**src/rtl/dds_seq_pkg.sv**
```systemverilog
// Shared types and constants for the DDS frame path (reader, sequencer, serializer).
package dds_seq_pkg;

  // Full DDS register image, shared by the reader and the serializer.
  localparam int DDS_FRAME_W = 184;

  typedef enum logic [2:0] {
    IDLE,
    ARMED,
    LOAD,
    SHIFT,
    UPDATE,
    SETTLE
  } state_t;

endpackage

```
**src/rtl/dds_frame_sequencer_if.sv**
```systemverilog
// Frame bus between the serial frame reader, the sequencer and the DDS serializer.
interface dds_frame_sequencer_if #(
  parameter int FRAME_W = dds_seq_pkg::DDS_FRAME_W
);
  logic [FRAME_W-1:0] frame_in;
  logic               frame_valid;
  logic [FRAME_W-1:0] ser_frame;
  logic               ser_start;
  logic               ser_done;
  logic               io_update;

  // master: the sequencer; slave: the reader/serializer side.
  modport master (
    input  frame_in, frame_valid, ser_done,
    output ser_frame, ser_start, io_update
  );
  modport slave (
    output frame_in, frame_valid, ser_done,
    input  ser_frame, ser_start, io_update
  );
endinterface

```
**src/rtl/dds_frame_sequencer_fifo.sv**
```systemverilog
// Frame FIFO: power-of-two depth, head is read combinationally so the
// sequencer can capture it in the same cycle it decides to start a frame.
module frame_fifo #(
  parameter int W     = 184,
  parameter int DEPTH = 8
) (
  input  logic                     clk,
  input  logic                     rst,
  input  logic                     push,
  input  logic                     pop,
  input  logic [W-1:0]             din,
  output logic [W-1:0]             head,
  output logic [$clog2(DEPTH):0]   count,
  output logic                     full,
  output logic                     empty
);
  localparam int AW = $clog2(DEPTH);

  logic [W-1:0]  mem [DEPTH];
  logic [AW-1:0] wr_ptr_q, wr_ptr_d;
  logic [AW-1:0] rd_ptr_q, rd_ptr_d;
  logic [AW:0]   count_q, count_d;
  logic          push_ok, pop_ok;

  assign full    = (count_q == (AW+1)'(DEPTH));
  assign empty   = (count_q == '0);
  assign push_ok = push & ~full;
  assign pop_ok  = pop & ~empty;
  assign head    = mem[rd_ptr_q];
  assign count   = count_q;

  // Pointers wrap naturally because DEPTH is a power of two.
  always_comb begin
    wr_ptr_d = wr_ptr_q;
    rd_ptr_d = rd_ptr_q;
    count_d  = count_q + (AW+1)'(push_ok) - (AW+1)'(pop_ok);
    if (push_ok) wr_ptr_d = wr_ptr_q + AW'(1);
    if (pop_ok)  rd_ptr_d = rd_ptr_q + AW'(1);
  end

  always_ff @(posedge clk or posedge rst) begin
    if (rst) begin
      wr_ptr_q <= '0;
      rd_ptr_q <= '0;
      count_q  <= '0;
    end else begin
      wr_ptr_q <= wr_ptr_d;
      rd_ptr_q <= rd_ptr_d;
      count_q  <= count_d;
    end
  end

  always_ff @(posedge clk) begin
    if (push_ok) mem[wr_ptr_q] <= din;
  end
endmodule

```
**src/rtl/dds_frame_sequencer.sv**
```systemverilog
// Releases buffered DDS frames to the serializer one per trigger edge and
// follows each with a timed IO_UPDATE pulse plus a settle gap.
module dds_frame_sequencer
  import dds_seq_pkg::*;
#(
  parameter int FRAME_W  = DDS_FRAME_W,
  parameter int DEPTH    = 8,
  parameter int UPDATE_W = 4,
  parameter int SETTLE   = 2
) (
  input  logic                       ten_MHz_ext,
  input  logic                       reset,
  dds_frame_sequencer_if.master      bus,
  input  logic                       trigger_in,
  input  logic                       arm,
  output logic [$clog2(DEPTH):0]     frame_count,
  output logic                       busy,
  output logic                       overflow,
  output logic                       underrun,
  output logic                       missed_trig
);
  localparam int CNT_MAX = (UPDATE_W > SETTLE) ? UPDATE_W : SETTLE;
  localparam int CNT_W   = (CNT_MAX < 2) ? 1 : $clog2(CNT_MAX);
  localparam logic [CNT_W-1:0] UPD_LAST = CNT_W'(UPDATE_W - 1);
  localparam logic [CNT_W-1:0] SET_LAST = CNT_W'((SETTLE > 0) ? SETTLE - 1 : 0);

  state_t             state_q, state_d;
  logic [CNT_W-1:0]   cnt_q, cnt_d;
  logic [2:0]         sync_q, sync_d;
  logic               trig_edge;
  logic               trig_pend_q, trig_pend_d;
  logic               overflow_q, overflow_d;
  logic               underrun_q, underrun_d;
  logic               missed_q, missed_d;
  logic               ser_start_q, ser_start_d;
  logic               io_update_q, io_update_d;
  logic               busy_q, busy_d;
  logic [FRAME_W-1:0] ser_frame_q, ser_frame_d;

  logic [FRAME_W-1:0]   head;
  logic [$clog2(DEPTH):0] fifo_count;
  logic                 fifo_full, fifo_empty, pop;

  frame_fifo #(.W(FRAME_W), .DEPTH(DEPTH)) u_fifo (
    .clk   (ten_MHz_ext),
    .rst   (reset),
    .push  (bus.frame_valid),
    .pop   (pop),
    .din   (bus.frame_in),
    .head  (head),
    .count (fifo_count),
    .full  (fifo_full),
    .empty (fifo_empty)
  );

  // Sync chain resets high so a trigger already high at release is not an edge.
  assign sync_d    = {sync_q[1:0], trigger_in};
  assign trig_edge = sync_q[1] & ~sync_q[2];
  assign pop       = (state_q == LOAD);

  always_comb begin
    state_d     = state_q;
    cnt_d       = cnt_q;
    trig_pend_d = trig_pend_q;
    underrun_d  = underrun_q;
    missed_d    = missed_q;
    overflow_d  = overflow_q | (bus.frame_valid & fifo_full);

    case (state_q)
      IDLE: if (arm) state_d = ARMED;
      ARMED: begin
        if (!arm) begin
          state_d     = IDLE;
          trig_pend_d = 1'b0;
        end else if ((trig_edge || trig_pend_q) && !fifo_empty) begin
          state_d     = LOAD;
          trig_pend_d = 1'b0;
        end else if (trig_edge) begin
          underrun_d = 1'b1;
        end
      end
      LOAD: state_d = SHIFT;
      SHIFT: if (bus.ser_done) begin
        state_d = UPDATE;
        cnt_d   = '0;
      end
      UPDATE: begin
        if (cnt_q == UPD_LAST) begin
          cnt_d   = '0;
          // The state name is package-qualified: the SETTLE parameter shadows it.
          state_d = (SETTLE > 0) ? dds_seq_pkg::SETTLE : ARMED;
        end else begin
          cnt_d = cnt_q + CNT_W'(1);
        end
      end
      dds_seq_pkg::SETTLE: begin
        if (cnt_q == SET_LAST) state_d = ARMED;
        else                   cnt_d   = cnt_q + CNT_W'(1);
      end
      default: state_d = IDLE;
    endcase

    if (trig_edge && state_q != IDLE && state_q != ARMED) begin
      if (trig_pend_q) missed_d    = 1'b1;
      else             trig_pend_d = 1'b1;
    end

    // Outputs are registered from the next state so they align with it.
    ser_start_d = (state_d == LOAD);
    io_update_d = (state_d == UPDATE);
    busy_d      = (state_d != IDLE) && (state_d != ARMED);
    ser_frame_d = (state_d == LOAD && state_q == ARMED) ? head : ser_frame_q;
  end

  always_ff @(posedge ten_MHz_ext or posedge reset) begin
    if (reset) begin
      state_q     <= IDLE;
      cnt_q       <= '0;
      sync_q      <= 3'b111;
      trig_pend_q <= 1'b0;
      overflow_q  <= 1'b0;
      underrun_q  <= 1'b0;
      missed_q    <= 1'b0;
      ser_start_q <= 1'b0;
      io_update_q <= 1'b0;
      busy_q      <= 1'b0;
      ser_frame_q <= '0;
    end else begin
      state_q     <= state_d;
      cnt_q       <= cnt_d;
      sync_q      <= sync_d;
      trig_pend_q <= trig_pend_d;
      overflow_q  <= overflow_d;
      underrun_q  <= underrun_d;
      missed_q    <= missed_d;
      ser_start_q <= ser_start_d;
      io_update_q <= io_update_d;
      busy_q      <= busy_d;
      ser_frame_q <= ser_frame_d;
    end
  end

  assign bus.ser_frame = ser_frame_q;
  assign bus.ser_start = ser_start_q;
  assign bus.io_update = io_update_q;
  assign frame_count   = fifo_count;
  assign busy          = busy_q;
  assign overflow      = overflow_q;
  assign underrun      = underrun_q;
  assign missed_trig   = missed_q;
endmodule

```
**src/flat_wrapper.sv**
```systemverilog
// flat-port wrapper written by rule: the top's interface ports become plain ports
module dds_frame_sequencer_flat import dds_seq_pkg::*;
#(
  parameter int FRAME_W  = DDS_FRAME_W,
  parameter int DEPTH    = 8,
  parameter int UPDATE_W = 4,
  parameter int SETTLE   = 2
)
  (ten_MHz_ext, reset, trigger_in, arm, frame_count, busy, overflow, underrun, missed_trig, bus_frame_in, bus_frame_valid, bus_ser_done, bus_ser_frame, bus_ser_start, bus_io_update);
  dds_frame_sequencer_if #(.FRAME_W(FRAME_W)) bus_i ();
  input  logic ten_MHz_ext;
  input  logic reset;
  input  logic trigger_in;
  input  logic arm;
  output logic [$clog2(DEPTH):0] frame_count;
  output logic busy;
  output logic overflow;
  output logic underrun;
  output logic missed_trig;
  input wire logic [$bits(bus_i.frame_in)-1:0] bus_frame_in;
  input wire logic [$bits(bus_i.frame_valid)-1:0] bus_frame_valid;
  input wire logic [$bits(bus_i.ser_done)-1:0] bus_ser_done;
  output wire logic [$bits(bus_i.ser_frame)-1:0] bus_ser_frame;
  output wire logic [$bits(bus_i.ser_start)-1:0] bus_ser_start;
  output wire logic [$bits(bus_i.io_update)-1:0] bus_io_update;
  assign bus_i.frame_in = bus_frame_in;
  assign bus_i.frame_valid = bus_frame_valid;
  assign bus_i.ser_done = bus_ser_done;
  assign bus_ser_frame = bus_i.ser_frame;
  assign bus_ser_start = bus_i.ser_start;
  assign bus_io_update = bus_i.io_update;
  dds_frame_sequencer #(.FRAME_W(FRAME_W), .DEPTH(DEPTH), .UPDATE_W(UPDATE_W), .SETTLE(SETTLE)) u_core (.ten_MHz_ext(ten_MHz_ext), .reset(reset), .bus(bus_i), .trigger_in(trigger_in), .arm(arm), .frame_count(frame_count), .busy(busy), .overflow(overflow), .underrun(underrun), .missed_trig(missed_trig));
endmodule
```
**config.mk**
```make
export PLATFORM = sky130hd
export DESIGN_NAME = dds_frame_sequencer_flat
export DESIGN_NICKNAME = d
export VERILOG_FILES = /design/src/rtl/dds_seq_pkg.sv /design/src/rtl/dds_frame_sequencer_if.sv /design/src/rtl/dds_frame_sequencer_fifo.sv /design/src/rtl/dds_frame_sequencer.sv /design/src/flat_wrapper.sv
export SDC_FILE = /design/constraint.sdc
export NUM_CORES = 2
export LEC_CHECK = 0
export BUFFER_PORTS_ARGS = -buffer_cell sky130_fd_sc_hd__buf_4
export CORE_MARGIN = 5
export CORE_UTILIZATION = 60
export CTS_CLUSTER_SIZE = 28
export DETAILED_ROUTE_END_ITERATION = 10
export PLACE_DENSITY_LB_ADDON = 0.3
export RECOVER_POWER = 50
export SYNTH_ARGS = -nofsm -noshare
export SYNTH_HDL_FRONTEND = slang
export SYNTH_SLANG_ARGS = --single-unit
```
**constraint.sdc**
```tcl
create_clock -name ten_MHz_ext -period 16.7 [get_ports ten_MHz_ext]
set_input_delay 0.835 -clock ten_MHz_ext [delete_from_list [all_inputs] [get_ports ten_MHz_ext]]
set_output_delay 0.835 -clock ten_MHz_ext [all_outputs]
set_load 0.005 [all_outputs]
```
==> impl_metrics.yaml <==
die:
  dieHeight_um: 338
  coreArea_mm2: 0.107
  dieArea_mm2: 0.114
  dieWidth_um: 338
  start_util_pct: 60.3
  num_rows: 120
  ios: 384
route:
  via_per_inst: 6.11
  vias: 28500
  wl_per_cell_um: 28.5
  drt-initial-drc-count: 2272
  routed_wl_um: 133000
  drtPass1Iterations: 5
  drc: 0
  ant_nets: 0
clock_network:
  cts_buffers: 165
  postCtsHoldBufs: 0
  cts_num_sinks: 1681
  cts_resized: 0
  h-tree-depth: 4
  clk_latency_ns: 0.76
  postCtsSetupRepairBufs: 0
  clock-root-buffer: "clkbuf_16"
  cts_buffer_depth: 3
  cts_tree: "done"
  clkTransAtPathRegs_ns: 0.06
place:
  dp_hpwl_um: 72000
  placed_cells: 4341
  io_buffers: 383
  dp_slack_ns: 11.72
  gp_congestion: 0.764
worst_setup_path:
  cp.arrival_ns: 6.56
  critical_path_depth: 3
  crit_fanout: 82
  endpoint_kind: "async pin"
  path_class: "in2async"
  start_kind: "input pin"
  path_buf_inv: 3
  r2r_cells: 8
  path_cells: "clkbuf_4 > clkinvlp_2 > clkbuf_1"
  slowest_delay_ns: 2.92
  crit_family: "buffers and inverters"
  crit_required_ns: 16.61
  crit_slowest_cell: "clkbuf_1"
cells_and_area:
  areaGrowthSynthToFinish_pct: 13.3
  utilization_pct: 68.3
  multi_input_area_mm2: 0.0137
  final_cell_mix: "edfxtp_1 (1472), mux4_2 (368), clkbuf_1 (264)"
  stdcell_count: 4668
  layout.nets: 3306
  mostFrequentLayoutCell: "edfxtp_1"
  n_fill_cell: 6571
  layout-drive-gt1-share_pct: 37.5
  regArea_mm2: 0.0494
synthesis:
  synth_simple_gate_area_share_pct: 0.312
  ys_seq_area_share_pct: 76.7
  yosysTopAreaCellShare_pct: 68.6
  synth_fa_ha_area_share_pct: 0.225
  synth_fp_nets: 2830
  synth_compound_area_share_pct: 0.155
  synth_xor_area_share_pct: 0.0679
  synthMuxAreaShare_pct: 20.4
  yosysWarningCount: 0
  syn_avg_cell_area_um2: 24.5
  synth_largest_area_cell: "edfxtp_1"
  synth_top_family_by_area: "multiplexers"
  synthTopCellsByArea: "edfxtp_1 (69%), mux4_2 (13%), dfrtp_1 (8.0%)"
  ys_types: 40
  synthesis.area_mm2: 0.0645
  synthCells: 2629
  synth_seq_cells: 1681
sta:
  hold_viol_final: 0
  worst_slew_pin_slew_ns: 4.57
  fin_crit_ns: 6.65
  finalSetupViolations: 0
  layout_worst_path_cycle_share_pct: 39.8
  fin_ws_ns: 10.05
  fmax_ghz: 0.150
  tns_ns: 0
  drv_slew: 184
  whs_ns: 0.189
  skew_ns: 0.0221
  rsz0062_at_grt: "false"
  relSlewSlack_pct: -206
run_status:
  violations: "capacitance limit, slew limit"
  outcome: "finished with violations"
power:
  vdd_drop_max_v: 0.000147
  power.leakage_nw: 24.4
  power.density_mw_per_mm2: 178
grt:
  grt_pass1_wl_um: 198000
  antenna_found_initial: 34
  gr-total-overflow: 0
  grt_max_degree: 183
  first_global_vias: 30700
  track_usage_pct: 23.6
min_path:
  min_delay_path_depth: 1
  min_path_type: "in2reg"
job:
  maxCapViolations: 3
==> Yosys cell counts, drive strengths merged <==
cell type	number
edfxtp	1472
mux2	371
mux4	368
dfrtp	206
buf	84
clkbuf	40
nand2	13
inv	12
nor2	12
ha	10
nand2b	7
a21o	3
dfstp	3
nor3	3
xnor2	3
nand3	2
o21ai	2
xor2	2
a211oi	1
a21boi	1
a21oi	1
a22o	1
a31o	1
a31oi	1
and2	1
and3b	1
clkinv	1
fa	1
nand4	1
nor2b	1
o21a	1
o21bai	1
o311ai	1
or4	1
==> report_power, final <==
group,internal [mW],switching (mW),leakage [nW]
clock network,2.21,1.54,2.70
registers,5.39,0.402,15.9
logic,1.90,1.58,5.85
==> state kept, by name, indices dropped and copies added, names as in the netlist <==
signal and cells:
u_core.bus.io_update 1, u_core.bus.ser_frame 184, u_core.bus.ser_start 1, u_core.busy 1, u_core.cnt_q 2, u_core.missed_trig 1
u_core.overflow 1, u_core.state_q 3, u_core.sync_q 3, u_core.trig_pend_q 1, u_core.u_fifo.count 4, u_core.u_fifo.mem 1472
u_core.u_fifo.rd_ptr_q 3, u_core.u_fifo.wr_ptr_q 3, u_core.underrun 1
==> path summary, 6_finish.rpt <==
| kind | startpoint | end | slack [ns] |
|---|---|---|---|
| max in group ten_MHz_ext | u_core.u_fifo.count[2] | u_core.u_fifo.mem[0][45] | 12.15 |
| min reg2reg | u_core.sync_q[0] | u_core.sync_q[1] | 0.36 |
| min in group asynchronous | reset | u_core.bus.ser_frame[127] | 1.46 |
| min | trigger_in | u_core.sync_q[0] | 0.19 |
| max reg2reg | u_core.u_fifo.count[2] | u_core.u_fifo.mem[0][45] | 12.15 |
| max | reset | u_core.bus.ser_frame[50] | 10.05 |
==> kinds of logic (layout without fill, tap and decap cells) <==
group                      count (synthesis)  after routing
muxes                                    739            739
xor gates and xnor gates                   5              5
other                                      0             18
AOI/OAI and AO/OA                         14             14
adders and majority gates                 11             11
buffers and inverters                    137            755
and+or+nand+nor                           42             42
DFF                                     1681           1681
==> metal layers <==
layer  wire [um]  GRT usage (%)  vias to the layer above
met1       54700           33.3                    15400
met2       65900           38.0                      957
li1            -              -                    12000
met3       10000           6.39                      186
met5         207              0                        -
met4        2100           5.73                       32
==> final cells by class <==
cell class	instances	share of cell area, %
sequential	1681	67.7
multi-input combinational	811	18.8
clock buffer	231	6.35
inverter	13	0.0856
tap	1403	2.40
timing repair buffer	433	3.34
clock inverter	78	1.31
antenna	18	0.0617
==> through the flow <==
stage / area [um2] / power (mW)
after floorplan: 64500 / 8.54
after global placement: 68200 / 9.33
after detailed placement: 68200 / 9.46
after CTS: 73800 / 13.2
after global routing: 73000 / 13.6
final: 73000 / 13.0
No activity file was read; power rests on OpenSTA's default activity.
